## config.mk

```make
export PLATFORM = sky130hd
export DESIGN_NAME = button_conditioner
export DESIGN_NICKNAME = d
export VERILOG_FILES = /design/src/rtl/button_conditioner.sv
export SDC_FILE = /design/constraint.sdc
export NUM_CORES = 1
export LEC_CHECK = 0
export CORE_UTILIZATION = 35
export DETAILED_ROUTE_END_ITERATION = 10
export GPL_TIMING_DRIVEN = 0
export MAX_ROUTING_LAYER = met4
export PLACE_DENSITY = 0.56
export RECOVER_POWER = 50
export SYNTH_ARGS = -nofsm -noshare
export SYNTH_HDL_FRONTEND = slang
export SYNTH_SLANG_ARGS = --single-unit
```

## constraint.sdc

```tcl
create_clock -name clk -period 3.3 [get_ports clk]
set_clock_uncertainty 0.1 [all_clocks]
set_input_delay 0.66 -clock clk [delete_from_list [all_inputs] [get_ports clk]]
set_output_delay 0.66 -clock clk [all_outputs]
set_load 0.05 [all_outputs]
```

## src/rtl/button_conditioner.sv

```systemverilog
// Per-channel push-button conditioner: 2-flop sync, sampled saturating debounce,
// press pulse and press-toggled level. Define BUTTON_REPEAT_EN for auto-repeat pulses.
module button_conditioner #(
   parameter int WIDTH          = 4,
   parameter int SAMPLE_CNT_MAX = 62500,
   parameter int PULSE_CNT_MAX  = 200,
   parameter int REPEAT_TICKS   = 1000
) (
   input  logic             clk,
   input  logic             rst,
   input  logic [WIDTH-1:0] i_in,
   output logic [WIDTH-1:0] o_stable,
   output logic [WIDTH-1:0] o_out,
   output logic [WIDTH-1:0] o_toggle
);
   localparam int SW = (SAMPLE_CNT_MAX > 1) ? $clog2(SAMPLE_CNT_MAX) : 1;
   localparam int DW = $clog2(PULSE_CNT_MAX + 1);
   localparam logic [SW-1:0] SAMPLE_LAST = SW'(SAMPLE_CNT_MAX - 1);
   localparam logic [DW-1:0] DB_SAT      = DW'(PULSE_CNT_MAX);

   if (SAMPLE_CNT_MAX < 2 || PULSE_CNT_MAX < 1 || REPEAT_TICKS < 1) begin : g_bad_params
      $error("button_conditioner: SAMPLE_CNT_MAX>=2, PULSE_CNT_MAX>=1, REPEAT_TICKS>=1 required");
   end

   logic [WIDTH-1:0] r_meta;
   logic [WIDTH-1:0] r_sync;
   logic [WIDTH-1:0] r_stable_q;
   logic [WIDTH-1:0] r_toggle;
   logic [SW-1:0]    r_sample_cnt;
   logic [DW-1:0]    r_db_cnt [WIDTH];
   logic             w_tick;
   logic [WIDTH-1:0] w_stable;
   logic [WIDTH-1:0] w_press;
   logic [WIDTH-1:0] w_pulse;

   always_ff @(posedge clk) begin
      if (rst) begin
         r_meta <= '0;
         r_sync <= '0;
      end else begin
         r_meta <= i_in;
         r_sync <= r_meta;
      end
   end

   assign w_tick = (r_sample_cnt == SAMPLE_LAST);

   always_ff @(posedge clk) begin
      if (rst || w_tick) begin
         r_sample_cnt <= '0;
      end else begin
         r_sample_cnt <= r_sample_cnt + SW'(1);
      end
   end

   // A single low sync cycle wipes qualification progress, regardless of tick.
   always_ff @(posedge clk) begin
      for (int i = 0; i < WIDTH; i++) begin
         if (rst || !r_sync[i]) begin
            r_db_cnt[i] <= '0;
         end else if (w_tick && (r_db_cnt[i] != DB_SAT)) begin
            r_db_cnt[i] <= r_db_cnt[i] + DW'(1);
         end
      end
   end

   always_comb begin
      w_stable = '0;
      for (int i = 0; i < WIDTH; i++) begin
         w_stable[i] = (r_db_cnt[i] == DB_SAT);
      end
   end

   assign w_press = w_stable & ~r_stable_q;

`ifdef BUTTON_REPEAT_EN
   localparam int RW = $clog2(REPEAT_TICKS + 1);
   localparam logic [RW-1:0] REP_LAST = RW'(REPEAT_TICKS);

   logic [RW-1:0]    r_rep_cnt [WIDTH];
   logic [WIDTH-1:0] w_repeat;

   always_comb begin
      w_repeat = '0;
      for (int i = 0; i < WIDTH; i++) begin
         w_repeat[i] = w_stable[i] && (r_rep_cnt[i] == REP_LAST);
      end
   end

   // On restart a coincident tick is kept so the repeat period never stretches.
   always_ff @(posedge clk) begin
      for (int i = 0; i < WIDTH; i++) begin
         if (rst || !w_stable[i]) begin
            r_rep_cnt[i] <= '0;
         end else if (r_rep_cnt[i] == REP_LAST) begin
            r_rep_cnt[i] <= w_tick ? RW'(1) : '0;
         end else if (w_tick) begin
            r_rep_cnt[i] <= r_rep_cnt[i] + RW'(1);
         end
      end
   end

   assign w_pulse = w_press | w_repeat;
`else
   assign w_pulse = w_press;
`endif

   always_ff @(posedge clk) begin
      if (rst) begin
         r_stable_q <= '0;
         r_toggle   <= '0;
      end else begin
         r_stable_q <= w_stable;
         r_toggle   <= r_toggle ^ w_pulse;
      end
   end

   assign o_stable = w_stable;
   assign o_out    = w_pulse;
   assign o_toggle = r_toggle;
endmodule

```

# [Word level (Yosys, flattened, before mapping)]
# Memory sizes are Yosys's and may differ from the RTL's.
# Cells that the tools add are included.
[op_classes] bitwise=7 n_addsub=5 eq_ne=9 reduce_logical=13 mux=24
[op_table] operator="$add A8 B1 Y8 const B" n=4
[op_table] operator="$eq A8 B8 Y1 const B" n=4
[op_table] operator="$mux W8" n=4
[op_table] operator="$ne A8 B8 Y1 const B" n=4
[op_table] operator="$mux W1" n=20
[op_table] operator="$add A16 B1 Y16 const B" n=1
[op_table] operator="$eq A16 B16 Y1 const B" n=1
[op_table] operator="$logic_or A1 B1 Y1" n=5
[op_table] operator="$and A4 B4 Y4" n=1
[op_table] operator="$logic_and A1 B1 Y1" n=4
[op_table] operator="$logic_not A1 Y1" n=4
[op_table] operator="$not A4 Y4" n=1
[op_table] operator="$or A1 B1 Y1" n=4
[op_table] operator="$xor A4 B4 Y4" n=1
[totals] output_inout_bits=12 ram_bits=32 wordCells=64 in_bits=6 mem_count=1 regBits=32
[mem_list] name="r_db_cnt" depth=4 word_bits=8 read_ports=4 rd_clocked_by_memory_dff=0 wr=4 line="30" source="logic [DW-1:0] r_db_cnt [WIDTH];"

# [Depth between registers and ports, before layout]
[depth] ltp_word=6 ltp_mapped=7

# [Worst setup path before layout]
# OpenSTA, ideal clock, no wires.
[synth_path] path_type="reg-to-output" start="memory r_db_cnt[3][0] in the netlist's numbering" end="output port o_out[3]" stages_incl_launch_ff=5 path_slack_ns=0.158 t_arrival_ns=2.382 cell_sequence="edfxtp_1 -> inv_1 -> ha_1 -> nand4b_1 -> nor4_1"
[synth_lines] item="from (decl)" line="30"
[synth_lines] item="to (decl)" line="13" source="output logic [WIDTH-1:0] o_out,"

==> out/qor.csv <==
metric;value;unit
status;finished, final reports clean;
number of global-route vias before repair;1855;
# DRC;0;
Hold Violations, Final;0;
total wire length;5.04;mm
# nets final;330;
Fillers;803;
P per Cell Area;441;nW/µm²
Worst setup EP type;output port;
Worst VDD drop;213;µV
Placed Cells;409;
non-filler cells, final;425;
Final period util;96.9;%
HPWL after DPL;3.50;mm
Cell Rows;33;
power consumption;0.00151;W
Logic pwr share;2.8;%
top cells by area, synth;edfxtp_1, dfxtp_1, nor2_1;
Worst Hold Class;flop to flop;
Die Ht;94.4;µm
Core Box Area;8220;µm²
P_leak;1.27;nW
post-route antenna net violation count;0;
register area share after synthesis;53.6;%
clk_lat worst skew;0.34;ns
largest fanout on the critical path;4;
synthesized cell area;2990;µm²
Wirelength per Cell;11.9;µm
P&R area growth vs syn;14.5;%
MaxCap Viol Count;0;
largest net degree at the start of global routing;12;
worst-margin pin slew;0.830;ns
Syn Area/Cell;10.4;µm²
First-pass DRT Iterations;4;
# setup viols final;0;
Flop pwr share;57.2;%
n_diodes;0;
die width;94.4;µm
kind of critical path;flop to output port;
clock share of power;40.0;%
layout cell share with drive strength beyond 1;5.31;%
PortBufs;17;
crit path time final;3.20;ns
Sinks on Clock Net;64;
CTS max path bufs;2;
Unique masters post-synth;29;
warning count from the yosys run;0;
Final Max Tran Viols;0;
hold_ws;0.342;ns
CTS buffer count;9;
Iteration-0 DRC Markers;53;
clk slew on worst S/H paths;0.07;ns
Starting Density;36.3;%
Cell Int Power;0.00118;W
WP data arrival;2.44;ns
CP Launch Type;flop;
initial antenna violation count;0;
vias;1955;
post-synth top area cell;edfxtp_1;
die area;8900;µm²
via density per instance;4.60;
Root Driver;clkbuf_8;
Synth Register Bits;64;
H-Tree Depth;3;
RSZ-0062 raised after global routing;false;
gpl congestion;0.751;
cts hold-fix bufs;0;
Switching Power;0.000327;W
first-pass GRT wire length;8.47;mm
GRT overflow;0;
fmax;313;MHz
Yosys top cell area share;32.2;%
Rel. slew slack;44.2;%
synthesized instance count;287;
Sw Share;21.7;%
# IOs;18;
total track usage;13.0;%
CTS tree;yes;
setup TNS;0;ns
Worst Path Required;2.54;ns
Post-Syn Nets;302;
final timing paths:
path	end	from	depth (start not counted)	slack (ns)
worst min register to register	r_sync[1]	r_meta[1]	1	0.34
worst min-delay path	r_sync[1]	r_meta[1]	1	0.34
worst max register to register	r_sample_cnt[10]	r_sample_cnt[5]	6	0.52
worst max-delay path	o_stable[1]	r_db_cnt[1][5]	4	0.10
state kept, by name, indices dropped and copies added (netlist names):
name,cells
o_toggle,4
r_stable_q,4
r_sync,4
r_db_cnt,32
r_sample_cnt,16
r_meta,4
final cells by class:
class,instances,area [µm²],area share [%]
clock inverter,3,17.5,0.513
sequential,64,1600,46.9
tap,105,131,3.84
multi-input combinational,199,1240,36.4
clock buffer,13,159,4.65
inverter,20,75.1,2.20
buffer,4,15.0,0.439
timing repair buffer,17,173,5.05
layer usage:
metal | wire length (µm) | up-vias | GRT usage (%)
li1 | - | 1025 | -
met1 | 2480 | 897 | 16.2
met2 | 2280 | 25 | 18.8
met3 | 217 | 8 | 5.56
met4 | 59 | 0 | 4.62
met5 | 0 | - | -
power groups by stage:
stage | clock network, W | registers, W | logic (W)
finish | 0.000602 | 0.000862 | 0.0000429
global route | 0.000654 | 0.000864 | 0.0000494
CTS | 0.000623 | 0.000862 | 0.0000466
detailed placement | 0 | 0.000880 | 0.0000462
global placement | 0 | 0.000879 | 0.0000455
floorplan | 0 | 0.000876 | 0.0000312
worst max-delay path, cell delays in order, from the launching register on:
cell,delay (ns)
edfxtp_1,0.44
or2_2,0.33
or3_1,0.43
inv_1,0.09
clkdlybuf4s50_1,0.80
Yosys cell counts:
master / number
buf_4: 1
nand4_1: 4
nand2_1: 9
nor4_1: 7
xnor2_1: 25
inv_1: 20
nand3_1: 20
nor4_4: 1
clkbuf_1: 2
nor2_1: 60
nor2b_1: 8
ha_1: 9
xor2_1: 17
and2_1: 1
nor3_1: 4
or4b_4: 1
nand4bb_1: 1
or3_1: 4
nand2b_1: 2
or4b_1: 1
edfxtp_1: 32
buf_6: 1
nand3b_1: 6
or2_0: 1
nand4b_1: 2
dfxtp_1: 32
or2_2: 2
nand4b_2: 4
and3_1: 10
placed cells by master (no fill, tap or decap), drive strengths merged, types with 3 or more instances in the layout:
cell and instances:
nor2 60, dfxtp 32, edfxtp 32, xnor2 25, inv 20, nand3 20, xor2 17, clkbuf 17
and3 10, nand2 9, ha 9, nor2b 8, clkdlybuf4s50 8, nor4 8, nand3b 6, nand4b 6
dlygate4sd3 5, or3 4, nand4 4, nor3 4, or2 3
metrics by stage:
stage	area, µm²	util (%)	setup slack (ns)
after floorplan	2990	-	0.158
after global placement	3290	40.0	0.388
after detailed placement	3290	40.0	0.360
after CTS	3460	42.1	0.0429
after global routing	3420	41.6	0.00360
final	3420	41.6	0.104
timing repair:
| item | CTS | global route |
|---|---|---|
| gates resized for setup | 2 | 2 |
| pin swaps | 0 | 0 |
| buffers inserted | 0 | 0 |
| setup endpoints to repair | 2 | 2 |
kinds of logic (layout without fill, tap and decap cells):
family,Yosys count,after routing,share of synthesized area (%)
buffers and inverters,24,57,3.39
AND/OR/NAND/NOR,148,148,26.9
adder cells (fa/ha/maj),9,9,3.77
XOR/XNOR,42,42,12.3
flip-flops,64,64,53.6
(Power assumes the default switching activity.)
